$ cat config.mk
export PLATFORM = sky130hd
export DESIGN_NAME = uart_rx
export DESIGN_NICKNAME = d
export VERILOG_FILES = /design/src/rtl/uart_pkg.sv /design/src/rtl/uart_rx_sync.sv /design/src/rtl/uart_rx.sv
export SDC_FILE = /design/constraint.sdc
export NUM_CORES = 1
export LEC_CHECK = 0
export CAP_MARGIN = 20
export CORE_MARGIN = 5
export CORE_UTILIZATION = 25
export DETAILED_ROUTE_END_ITERATION = 7
export GPL_TIMING_DRIVEN = 0
export PLACE_DENSITY = 0.47
export SLEW_MARGIN = 20
export SYNTH_ARGS = -nofsm -noshare
export SYNTH_HDL_FRONTEND = slang
export SYNTH_HIERARCHICAL = 1
export SYNTH_SLANG_ARGS = --single-unit
$ cat constraint.sdc
create_clock -name clk_i -period 2.85 [get_ports clk_i]
set_clock_uncertainty 0.2 [all_clocks]
set_input_delay 0.855 -clock clk_i [delete_from_list [all_inputs] [get_ports clk_i]]
set_output_delay 0.855 -clock clk_i [all_outputs]
set_load 0.01 [all_outputs]
$ cat src/rtl/uart_pkg.sv
// uart_pkg: shared receiver types and defaults for the 8N1 UART receiver
package uart_pkg;
  localparam int DATA_BITS = 8;
  localparam int DEF_CLK_FREQ_HZ = 100_000_000;
  localparam int DEF_BAUD = 115_200;
  typedef enum logic [2:0] {IDLE, START, DATA, STOP, WAIT_HIGH} rx_state_t;
endpackage

$ cat src/rtl/uart_rx_sync.sv
// uart_rx_sync: two-flop synchronizer for the asynchronous rx pin, resets to idle-high
module uart_rx_sync (
  input  logic clk_i,
  input  logic rst_i,
  input  logic d_i,
  output logic q_o
);
  logic meta;
  // shift the pin through two flops; reset to the idle line level
  always_ff @(posedge clk_i)
    if (!rst_i) {q_o, meta} <= 2'b11;
    else {q_o, meta} <= {meta, d_i};
endmodule

$ cat src/rtl/uart_rx.sv
// uart_rx: 8N1 receiver with mid-bit sampling; UART_RX_SYNC_EN adds a two-flop input synchronizer
module uart_rx import uart_pkg::*; #(
  parameter int CLK_FREQ_HZ = DEF_CLK_FREQ_HZ,
  parameter int BAUD = DEF_BAUD,
  parameter int CLKS_PER_BIT = CLK_FREQ_HZ / BAUD
) (
  input  logic       clk_i,
  input  logic       rst_i,
  input  logic       uart_rx_i,
  output logic [7:0] rx_data_o,
  output logic       rx_valid_o,
  output logic       rx_frame_err_o,
  output logic       rx_busy_o
);
  localparam int HALF = CLKS_PER_BIT / 2;
  localparam int CW = $clog2(CLKS_PER_BIT);
  localparam int BW = $clog2(DATA_BITS);
  localparam logic [CW-1:0] HALF_END = CW'(HALF - 1);
  localparam logic [CW-1:0] BIT_END = CW'(CLKS_PER_BIT - 1);
  localparam logic [BW-1:0] LAST_BIT = BW'(DATA_BITS - 1);
  rx_state_t state;
  logic [CW-1:0] clk_cnt;
  logic [BW-1:0] bit_idx;
  logic [DATA_BITS-1:0] shift;
  logic rx_s;
`ifdef UART_RX_SYNC_EN
  uart_rx_sync u_sync (.clk_i(clk_i), .rst_i(rst_i), .d_i(uart_rx_i), .q_o(rx_s));
`else
  assign rx_s = uart_rx_i;
`endif
  // frame FSM: start qualified at half a bit, data and stop sampled a full bit apart
  always_ff @(posedge clk_i) begin
    if (!rst_i) begin
      state <= IDLE;
      clk_cnt <= '0;
      bit_idx <= '0;
      shift <= '0;
      rx_data_o <= '0;
      rx_valid_o <= 1'b0;
      rx_frame_err_o <= 1'b0;
      rx_busy_o <= 1'b0;
    end else begin
      rx_valid_o <= 1'b0;
      rx_frame_err_o <= 1'b0;
      case (state)
        IDLE: if (!rx_s) begin
          state <= START;
          clk_cnt <= '0;
          rx_busy_o <= 1'b1;
        end
        START: if (clk_cnt == HALF_END) begin
          clk_cnt <= '0;
          bit_idx <= '0;
          state <= rx_s ? IDLE : DATA;
          rx_busy_o <= !rx_s;
        end else clk_cnt <= clk_cnt + 1'b1;
        DATA: if (clk_cnt == BIT_END) begin
          clk_cnt <= '0;
          shift[bit_idx] <= rx_s;
          bit_idx <= bit_idx + 1'b1;
          if (bit_idx == LAST_BIT) state <= STOP;
        end else clk_cnt <= clk_cnt + 1'b1;
        STOP: if (clk_cnt == BIT_END) begin
          clk_cnt <= '0;
          rx_valid_o <= rx_s;
          rx_frame_err_o <= !rx_s;
          rx_busy_o <= !rx_s;
          state <= rx_s ? IDLE : WAIT_HIGH;
          if (rx_s) rx_data_o <= shift;
        end else clk_cnt <= clk_cnt + 1'b1;
        WAIT_HIGH: if (rx_s) begin
          state <= IDLE;
          rx_busy_o <= 1'b0;
        end
        default: begin
          state <= IDLE;
          rx_busy_o <= 1'b0;
        end
      endcase
    end
  end
endmodule

==> flow_metrics.py, run 1 <==
metrics = {
    "grt": {
        "grt_pass1_vias": 1551,
        "grt_pass1_wl_mm": 7.94,
        "antenna_found_initial": 0,
        "grt_usage_pct": 9.97,
        "overflow": 0,
        "grt_max_degree": 13,
    },
    "critical_path": {
        "critPathTopFamily": "buffers and inverters",
        "crit_path_max_fanout": 10,
        "crit_path_end_kind": "flop",
        "worst-r2r-cell-count": 6,
        "slowest_stage": "clkdlybuf4s50_1",
        "cp_common_cell": "clkbuf_1",
        "critPathArrivalTime_ns": 2.58,
        "regToRegEndpoint": "bit_idx[0]$_SDFFE_PN0P_",
        "crit_type": "primary input to flop",
        "worst_setup_path_start_kind": "primary input",
        "r2r-start": "clk_cnt[0]$_SDFFE_PN0P_",
        "cp_num_buf_inv": 3,
        "path_cells": "clkdlybuf4s50_1, clkbuf_1, clkbuf_1, nand2_1, mux2i_1",
        "r2r_slack_ns": 0.62,
        "critPathMaxStageDelay_ns": 0.60,
        "cp.required_ns": 2.87,
    },
    "worst_hold_path": {
        "hold-path-cell-count": 2,
        "hp-class": "flop to flop",
        "hold_end": "shift[5]$_SDFFE_PN0P_",
        "worstHoldStart": "shift[5]$_SDFFE_PN0P_",
    },
    "power": {
        "switching_share_pct": 25.9,
        "p_comb_share_pct": 5.9,
        "peakVddDrop_uv": 140,
        "power.internal_mw": 0.682,
        "p_leak_nw": 0.810,
        "pwr-share-clk_pct": 40.2,
        "switchingPower_mw": 0.239,
        "p_per_area_mw_per_mm2": 395,
        "seq_power_share_pct": 53.9,
    },
    "sta": {
        "fmax_ghz": 0.391,
        "hold_viol": 0,
        "maxSlewHeadroom_pct": 60.5,
        "fin_crit_ns": 2.56,
        "fin_worst_hold_slack_ns": 0.261,
        "setup_viol": 0,
        "finalMaxSlewViolations": 0,
        "finalCritPeriodShare_pct": 89.7,
        "tightestPinTransition_ns": 0.592,
        "grt_setup_unrepaired": "no",
    },
    "detailed_routing": {
        "vias_per_cell": 4.80,
        "wl_mm": 4.65,
        "routedWlPerCell_microns": 13.8,
        "drcViolationCount": 0,
        "vias": 1621,
        "drt_pre_antenna_iters": 4,
        "postRouteAntennaNets": 0,
        "drt_iter0_drc": 77,
    },
    "placement": {
        "place.gp.congestion": 0.775,
        "io_buffer_count": 12,
        "place_hpwl_mm": 3.15,
        "place_area_sq_mm": 0.00224,
    },
    "synthesis": {
        "syn_avg_cell_area_sq_um": 9.22,
        "async_flop_share_pct": 0,
        "synth_seq_cells": 35,
        "syn_inst": 216,
        "synthesis.nets": 223,
        "synth_edf_count": 0,
        "yosysSeqAreaShare_pct": 35.2,
        "netlist-cell-type-count": 57,
        "syn_area_sq_mm": 0.00199,
        "yosys_warnings": 6,
        "ys.flop_type": "dfxtp_1",
    },
    "clock_tree": {
        "postCtsSetupBuffers": 0,
        "clock_path_buffers": 2,
        "cts-resized-gates": 0,
        "cts-hold-fix-buffers": 0,
        "cts_root_buf": "clkbuf_8",
        "h-tree-depth": 2,
        "clk_pin_slew_ns": 0.07,
        "clock_latency_ns": 0.29,
        "cts_buffers": 5,
        "clkSinkCount": 35,
        "tritoncts": "yes",
    },
    "floorplanning": {
        "initial_core_util_pct": 25.8,
        "core_area_sq_mm": 0.00773,
        "row_count": 32,
        "die_h_microns": 99.3,
        "dieArea_sq_mm": 0.00985,
        "io-pin-count": 14,
        "die_width_microns": 99.3,
    },
    "layout": {
        "final-seq-area_sq_um": 701,
        "mostFrequentLayoutCell": "dfxtp_1",
        "fin_area_sq_mm": 0.00233,
        "drive_gt1_share_pct": 14.4,
        "fin_nets": 242,
        "multiInputGateArea_sq_mm": 0.00117,
        "syn_to_final_growth_pct": 16.9,
        "n_antenna_cell": 0,
        "final_cell_mix": "dfxtp_1, nand2_1, mux2i_1, o211ai_1, clkdlybuf4s50_1",
        "fill_cells": 843,
    },
    "run": {
        "cap_viol_max_count": 0,
    },
    "status": {
        "status": "complete, no violations",
    },
}
==> synthesized netlist by cell type (3+ instances only) <==
cell	n	area (sq um)
inv_1	8	30.0
mux2i_1	19	190
o21ai_0	4	20.0
nor2b_1	9	56.3
a211oi_1	4	30.0
o211ai_1	12	90.1
nor4_1	4	25.0
nand4_1	4	25.0
nor2_1	9	33.8
nand3_1	7	35.0
ha_1	4	50.1
clkbuf_1	7	26.3
nor3_1	3	15.0
nand2_1	31	116
dfxtp_1	35	701
buf_2	5	25.0
==> layer usage <==
| metal | global-route usage (%) | vias up | part of all wire, % |
|---|---|---|---|
| met5 | 0 | - | 0 |
| met4 | 3.78 | 0 | 1.4 |
| met3 | 1.89 | 4 | 3.7 |
| met2 | 15.4 | 30 | 44 |
| met1 | 13.7 | 751 | 51 |
| li1 | - | 836 | - |
==> how the worst max path moves through the flow <==
stage,start,to,slack [ns],cells after the start
floorplan,uart_rx_i,rx_data_o[0]$_SDFFE_PN0P_,0.73,5
global placement,rst_i,shift[1]$_SDFFE_PN0P_,-0.02,5
detailed placement,rst_i,shift[3]$_SDFFE_PN0P_,-0.02,5
CTS,rst_i,bit_idx[0]$_SDFFE_PN0P_,0.29,5
global route,rst_i,shift[3]$_SDFFE_PN0P_,0.12,5
finish,rst_i,bit_idx[0]$_SDFFE_PN0P_,0.29,5
==> registers in the layout, indices dropped and copies added, names as in the netlist <==
signal / flops
rx_busy_o: 1
shift: 8
rx_data_o: 8
clk_cnt: 10
state: 3
rx_frame_err_o: 1
rx_valid_o: 1
bit_idx: 3
==> kinds of logic after synthesis <==
kind of cell / after synthesis / synth area share, %
compound gates: 41 / 16.5
flops: 35 / 35.2
xor+xnor: 1 / 0.440
mux: 19 / 9.55
simple gates: 92 / 29.8
fa+ha+maj: 4 / 2.51
buf+inv: 24 / 5.97
==> final cells by class <==
type,count,share of cell area [%]
Sequential cell,35,30.1
Clock inverter,3,0.860
Tap cell,102,5.48
Buffer,16,3.82
Timing Repair Buffer,12,5.16
Clock buffer,5,2.96
Multi-Input combinational cell,157,50.3
Inverter,8,1.29
==> per-stage QoR <==
| stage | power [mW] | cells | setup TNS, ns | worst slack, ns | util [%] |
|---|---|---|---|---|---|
| finish | 0.921 | 338 | 0 | 0.294 | 30.1 |
| global route | 0.962 | 338 | 0 | 0.121 | 30.1 |
| CTS | 0.941 | 338 | 0 | 0.288 | 30.1 |
| detailed placement | 0.563 | 330 | -0.0727 | -0.0209 | 29.0 |
| global placement | 0.563 | 330 | -0.0712 | -0.0198 | 29.0 |
| floorplan | 0.543 | 216 | 0 | 0.728 | - |
==> tightest hold or removal path, stage by stage, from the launching register on <==
cell and delay [ns]:
dfxtp_1 0.31, nand2_1 0.05, mux2i_1 0.05
==> power by group through the flow <==
stage	registers (mW)	logic [mW]	clock network, mW
4_1_cts	0.497	0.0550	0.389
6_report	0.497	0.0539	0.370
5_1_grt	0.498	0.0606	0.404
3_3_place_gp	0.508	0.0550	0
2_1_floorplan	0.508	0.0353	0
3_5_place_dp	0.508	0.0549	0
Power figures use the tool's default switching activity.
==> run 2: changes to the inputs <==
Settings changed: CORE_ASPECT_RATIO set to 1.1.
==> run 2 against run 1 <==
  * Register-to-register slack hardly changed
  * Routed wire length shrank 1.6%
  * Clock-buffer cell count up 1
  * Power shrank 0.86%
  * Fmax up 1.0%
  * First-iteration DRC count rose by 18%
  * Utilization shrank 0.34 points
  * Hold slack improved by 0.0015 ns
  * Critical path depth is the same
  * Largest cell class unchanged
==> flow_metrics.py, run 2 (same netlist as run 1, synthesis figures left out) <==
metrics = {
    "clock_tree": {
        "clock_latency_ns": 0.29,
        "h-tree-depth": 2,
        "clk_pin_slew_ns": 0.08,
        "tritoncts": "yes",
        "cts_buffers": 5,
        "clock_path_buffers": 2,
        "cts-resized-gates": 0,
        "clkSinkCount": 35,
        "cts_root_buf": "clkbuf_8",
        "cts-hold-fix-buffers": 0,
        "postCtsSetupBuffers": 0,
    },
    "placement": {
        "place_hpwl_mm": 3.15,
        "post-place-ws_ns": -0.0167,
        "placedCellCount": 336,
        "place.gp.congestion": 0.774,
        "io_buffer_count": 12,
    },
    "sta": {
        "fin_tns_setup_ns": 0,
        "fmax_ghz": 0.395,
        "maxSlewHeadroom_pct": 57.9,
        "setup_viol": 0,
        "tightestPinTransition_ns": 0.630,
        "finalCritPeriodShare_pct": 88.8,
        "hold_viol": 0,
        "grt_setup_unrepaired": "no",
        "setup_ws_ns": 0.320,
        "fin_crit_ns": 2.53,
        "finalMaxSlewViolations": 0,
        "fin_worst_hold_slack_ns": 0.262,
    },
    "grt": {
        "grt_usage_pct": 10.0,
        "grt_pass1_wl_mm": 7.87,
        "grt_pass1_vias": 1545,
        "antenna_found_initial": 0,
        "grt_max_degree": 12,
        "overflow": 0,
    },
    "critical_path": {
        "r2r-start": "clk_cnt[0]$_SDFFE_PN0P_",
        "crit_type": "primary input to flop",
        "path_cells": "clkdlybuf4s50_1, clkbuf_1, clkbuf_1, nand2_1, mux2i_1",
        "critPathMaxStageDelay_ns": 0.61,
        "worst-r2r-cell-count": 6,
        "r2r_slack_ns": 0.61,
        "cp_common_cell": "clkbuf_1",
        "critPathArrivalTime_ns": 2.55,
        "cp_num_buf_inv": 3,
        "critPathTopFamily": "buffers and inverters",
        "slowest_stage": "clkdlybuf4s50_1",
        "regToRegEndpoint": "bit_idx[1]$_SDFFE_PN0P_",
        "crit_path_max_fanout": 10,
        "cp.required_ns": 2.87,
        "worst_setup_path_start_kind": "primary input",
        "crit_path_end_kind": "flop",
    },
    "layout": {
        "biggestRegsByFlops": "clk_cnt x10, rx_data_o x8, shift x8",
        "fin_nets": 242,
        "fin_cells": 344,
        "n_antenna_cell": 0,
        "mostFrequentLayoutCell": "dfxtp_1",
        "syn_to_final_growth_pct": 17.1,
        "final_cell_mix": "dfxtp_1, nand2_1, mux2i_1, o211ai_1, clkdlybuf4s50_1",
        "drive_gt1_share_pct": 14.0,
        "top_register": "clk_cnt",
        "largest_register_ffs": 10,
    },
    "detailed_routing": {
        "routedWlPerCell_microns": 13.3,
        "vias": 1597,
        "drt_iter0_drc": 91,
        "drcViolationCount": 0,
        "postRouteAntennaNets": 0,
        "wl_mm": 4.58,
        "drt_pre_antenna_iters": 4,
        "vias_per_cell": 4.64,
    },
    "power": {
        "p_leak_nw": 0.811,
        "p_per_area_mw_per_mm2": 391,
        "peakVddDrop_uv": 169,
    },
    "worst_hold_path": {
        "hp-class": "flop to flop",
        "hold-path-cell-count": 2,
        "hold_end": "shift[4]$_SDFFE_PN0P_",
        "worstHoldStart": "shift[4]$_SDFFE_PN0P_",
    },
    "floorplanning": {
        "initial_core_util_pct": 25.4,
        "die_width_microns": 95.1,
        "io-pin-count": 14,
        "core_area_sq_mm": 0.00783,
        "dieArea_sq_mm": 0.00985,
        "row_count": 34,
        "die_h_microns": 104,
    },
    "status": {
        "status": "complete, no violations",
    },
    "run": {
        "cap_viol_max_count": 0,
    },
}
[run 2: cell types whose count changed in the layout (fill, tap and decap cells not counted)]
cell,delta
clkbuf_1,+1
clkinvlp_4,-1
[run 2: layout make-up]
type                            count  area (sq um)
Clock inverter                      2          12.5
Fill cell                         849          5500
Multi-Input combinational cell    157          1170
Tap cell                          108           135
Sequential cell                    35           701
Buffer                             16          88.8
Clock buffer                        6          72.6
Timing Repair Buffer               12           120
Inverter                            8          30.0
[run 2: power by group]
group | switching, mW | internal (mW) | leakage, nW
registers | 0.00423 | 0.492 | 0.283
clock network | 0.192 | 0.171 | 0.0412
logic | 0.0335 | 0.0193 | 0.488
total | 0.230 | 0.683 | 0.811
[run 2: through the flow]
step           instance area [sq um]  utilization [%]  power [mW]
6_report                        2330             29.8       0.913
3_3_place_gp                    2250             28.7       0.563
5_1_grt                         2330             29.8       0.952
2_1_floorplan                   1990                -       0.543
3_5_place_dp                    2250             28.7       0.562
4_1_cts                         2330             29.8       0.929
[run 2: worst max-delay path by stage]
| stage | from | to | slack [ns] | cells past startpoint |
|---|---|---|---|---|
| CTS | rst_i | shift[1]$_SDFFE_PN0P_ | 0.29 | 5 |
| global route | rst_i | bit_idx[2]$_SDFFE_PN0P_ | 0.15 | 5 |
| detailed placement | rst_i | shift[1]$_SDFFE_PN0P_ | -0.02 | 5 |
| floorplan | uart_rx_i | rx_data_o[0]$_SDFFE_PN0P_ | 0.73 | 5 |
| global placement | rst_i | shift[7]$_SDFFE_PN0P_ | -0.02 | 5 |
| finish | rst_i | shift[3]$_SDFFE_PN0P_ | 0.32 | 5 |
[run 2: routing by layer]
layer  vias up  part of all wire, %  global-route usage [%]
met5         -                    0                       0
met4         0                  2.1                    4.33
met3         6                  2.9                    2.54
met2        19                   43                    14.4
met1       739                   51                    14.1
li1        833                    -                       -
[run 2: worst register-to-register path, delay by kind of cell, from the launching register on]
family / cells / cell delay [ns]
flip-flops: 1 / 0.42
AND/OR/NAND/NOR: 2 / 0.45
adder cells (fa/ha/maj): 1 / 0.26
buffers and inverters: 1 / 0.26
AO/OA/AOI/OAI: 1 / 0.37
multiplexers: 1 / 0.21
==> run 3: changes to the inputs <==
Settings changed: CORE_UTILIZATION 25 to 55, PLACE_DENSITY 0.47 to 0.81, TNS_END_PERCENT set to 30.
==> run 3 against run 2 <==
  * Flip-flop and latch count did not move
  * Hold slack is essentially flat
  * Power increased by 18%
  * Register-to-register slack got worse by 0.02 ns
  * Worst setup slack improved by 0.016 ns
  * Routed wire length shrank 9.8%
  * Cell count fell by 17%
==> flow_metrics.py, run 3 (same netlist as run 1, synthesis figures left out) <==
metrics = {
    "status": {
        "status": "complete, no violations",
    },
    "layout": {
        "n_antenna_cell": 0,
        "largest_register_ffs": 10,
        "fin_area_sq_mm": 0.00231,
        "final_cell_mix": "dfxtp_1, nand2_1, mux2i_1, o211ai_1, clkdlybuf4s50_1",
        "fin_nets": 242,
        "top_register": "clk_cnt",
        "biggestRegsByFlops": "clk_cnt x10, rx_data_o x8, shift x8",
        "mostFrequentLayoutCell": "dfxtp_1",
        "syn_to_final_growth_pct": 15.8,
        "drive_gt1_share_pct": 14.0,
    },
    "power": {
        "p_total_mw": 1.08,
        "pwr-share-clk_pct": 49.2,
        "switching_share_pct": 20.3,
        "p_per_area_mw_per_mm2": 468,
        "peakVddDrop_uv": 241,
        "switchingPower_mw": 0.219,
        "power.internal_mw": 0.862,
        "p_comb_share_pct": 4.8,
        "seq_power_share_pct": 46.0,
        "p_leak_nw": 0.836,
    },
    "floorplanning": {
        "die_h_microns": 73.1,
        "core_area_sq_mm": 0.00357,
        "dieArea_sq_mm": 0.00493,
        "row_count": 23,
        "initial_core_util_pct": 55.8,
        "die_width_microns": 67.4,
        "io-pin-count": 14,
    },
    "detailed_routing": {
        "routedWlPerCell_microns": 14.4,
        "postRouteAntennaNets": 0,
        "vias": 1661,
        "vias_per_cell": 5.81,
        "drt_pre_antenna_iters": 5,
        "wl_mm": 4.13,
        "drt_iter0_drc": 132,
        "drcViolationCount": 0,
    },
    "worst_hold_path": {
        "hold_end": "shift[5]$_SDFFE_PN0P_",
        "hold-path-cell-count": 2,
        "hp-class": "flop to flop",
        "worstHoldStart": "shift[5]$_SDFFE_PN0P_",
    },
    "grt": {
        "grt_pass1_vias": 1614,
        "grt_usage_pct": 19.3,
        "antenna_found_initial": 0,
        "overflow": 0,
        "grt_max_degree": 12,
        "grt_pass1_wl_mm": 7.31,
    },
    "clock_tree": {
        "cts_buffers": 5,
        "cts-resized-gates": 0,
        "h-tree-depth": 2,
        "postCtsSetupBuffers": 0,
        "tritoncts": "yes",
        "clock_path_buffers": 2,
        "cts_root_buf": "clkbuf_8",
        "clock_latency_ns": 0.29,
        "clk_pin_slew_ns": 0.07,
        "cts-hold-fix-buffers": 0,
        "clkSinkCount": 35,
    },
    "critical_path": {
        "path_cells": "clkdlybuf4s50_1, clkbuf_1, clkbuf_1, nand2_1, mux2i_1",
        "critPathArrivalTime_ns": 2.53,
        "r2r_slack_ns": 0.59,
        "cp_common_cell": "clkbuf_1",
        "worst-r2r-cell-count": 7,
        "critPathMaxStageDelay_ns": 0.58,
        "crit_path_end_kind": "flop",
        "cp_num_buf_inv": 3,
        "critPathTopFamily": "buffers and inverters",
        "slowest_stage": "clkdlybuf4s50_1",
        "crit_type": "primary input to flop",
        "regToRegEndpoint": "clk_cnt[8]$_SDFFE_PN0P_",
        "crit_path_max_fanout": 10,
        "cp.required_ns": 2.87,
        "r2r-start": "clk_cnt[0]$_SDFFE_PN0P_",
        "worst_setup_path_start_kind": "primary input",
    },
    "placement": {
        "place_area_sq_mm": 0.00217,
        "place_hpwl_mm": 2.85,
        "post-place-ws_ns": 0.0568,
        "place.gp.congestion": 0.831,
        "io_buffer_count": 12,
    },
    "sta": {
        "fmax_ghz": 0.398,
        "grt_setup_unrepaired": "no",
        "fin_worst_hold_slack_ns": 0.262,
        "fin_crit_ns": 2.51,
        "tightestPinTransition_ns": 0.534,
        "maxSlewHeadroom_pct": 64.3,
        "setup_viol": 0,
        "setup_ws_ns": 0.336,
        "finalCritPeriodShare_pct": 88.2,
        "fin_tns_setup_ns": 0,
        "finalMaxSlewViolations": 0,
        "hold_viol": 0,
    },
    "run": {
        "cap_viol_max_count": 0,
    },
}
[run 3: cell types whose count changed in the layout (fill, tap and decap cells not counted)]
cell / previous run / this run
bufinv_16: 0 / 2
clkinv_2: 1 / 0
clkinvlp_4: 1 / 0
[run 3: worst max-delay path by stage]
| stage | from | endpoint | slack [ns] | cells after the start |
|---|---|---|---|---|
| 2_1_floorplan | uart_rx_i | rx_data_o[0]$_SDFFE_PN0P_ | 0.73 | 5 |
| 3_3_place_gp | rst_i | shift[3]$_SDFFE_PN0P_ | 0.1 | 5 |
| 3_5_place_dp | rst_i | bit_idx[2]$_SDFFE_PN0P_ | 0.06 | 5 |
| 4_1_cts | rst_i | bit_idx[2]$_SDFFE_PN0P_ | 0.36 | 5 |
| 5_1_grt | rst_i | shift[5]$_SDFFE_PN0P_ | 0.18 | 5 |
| 6_report | rst_i | shift[1]$_SDFFE_PN0P_ | 0.34 | 5 |
[run 3: worst reg2reg max path: cells and delay by family, from the launching register on]
| family | cells | cell delay [ns] |
|---|---|---|
| AOI/OAI and AO/OA | 3 | 0.49 |
| and+or+nand+nor | 1 | 0.30 |
| buffers and inverters | 2 | 0.46 |
| DFF | 1 | 0.42 |
| adders and majority gates | 1 | 0.26 |
[run 3: cell type report]
type,count,area (sq um)
Tap cell,50,62.6
Clock inverter,2,60.1
Sequential cell,35,701
Clock buffer,6,72.6
Inverter,8,30.0
Multi-Input combinational cell,157,1170
Timing Repair Buffer,12,120
Fill cell,312,1260
Buffer,16,88.8
[run 3: per-stage QoR]
stage	utilization [%]	instances
2_1_floorplan	-	216
3_3_place_gp	60.9	278
3_5_place_dp	60.9	278
4_1_cts	64.7	286
5_1_grt	64.7	286
6_report	64.7	286
[run 3: power by group through the flow]
| stage | Sequential [mW] | Clock (mW) | Combinational, mW |
|---|---|---|---|
| 6_report | 0.497 | 0.532 | 0.0518 |
| 5_1_grt | 0.497 | 0.552 | 0.0574 |
| 4_1_cts | 0.497 | 0.536 | 0.0516 |
| 3_5_place_dp | 0.508 | 0 | 0.0509 |
| 3_3_place_gp | 0.508 | 0 | 0.0508 |
| 2_1_floorplan | 0.508 | 0 | 0.0353 |
[run 3: routing by layer]
metal | up-vias | share of wire, % | track usage, %
li1 | 835 | - | -
met1 | 779 | 46 | 24.6
met2 | 43 | 48 | 31.7
met3 | 4 | 5.1 | 4.31
met4 | 0 | 0.92 | 6.76
met5 | - | 0 | 0
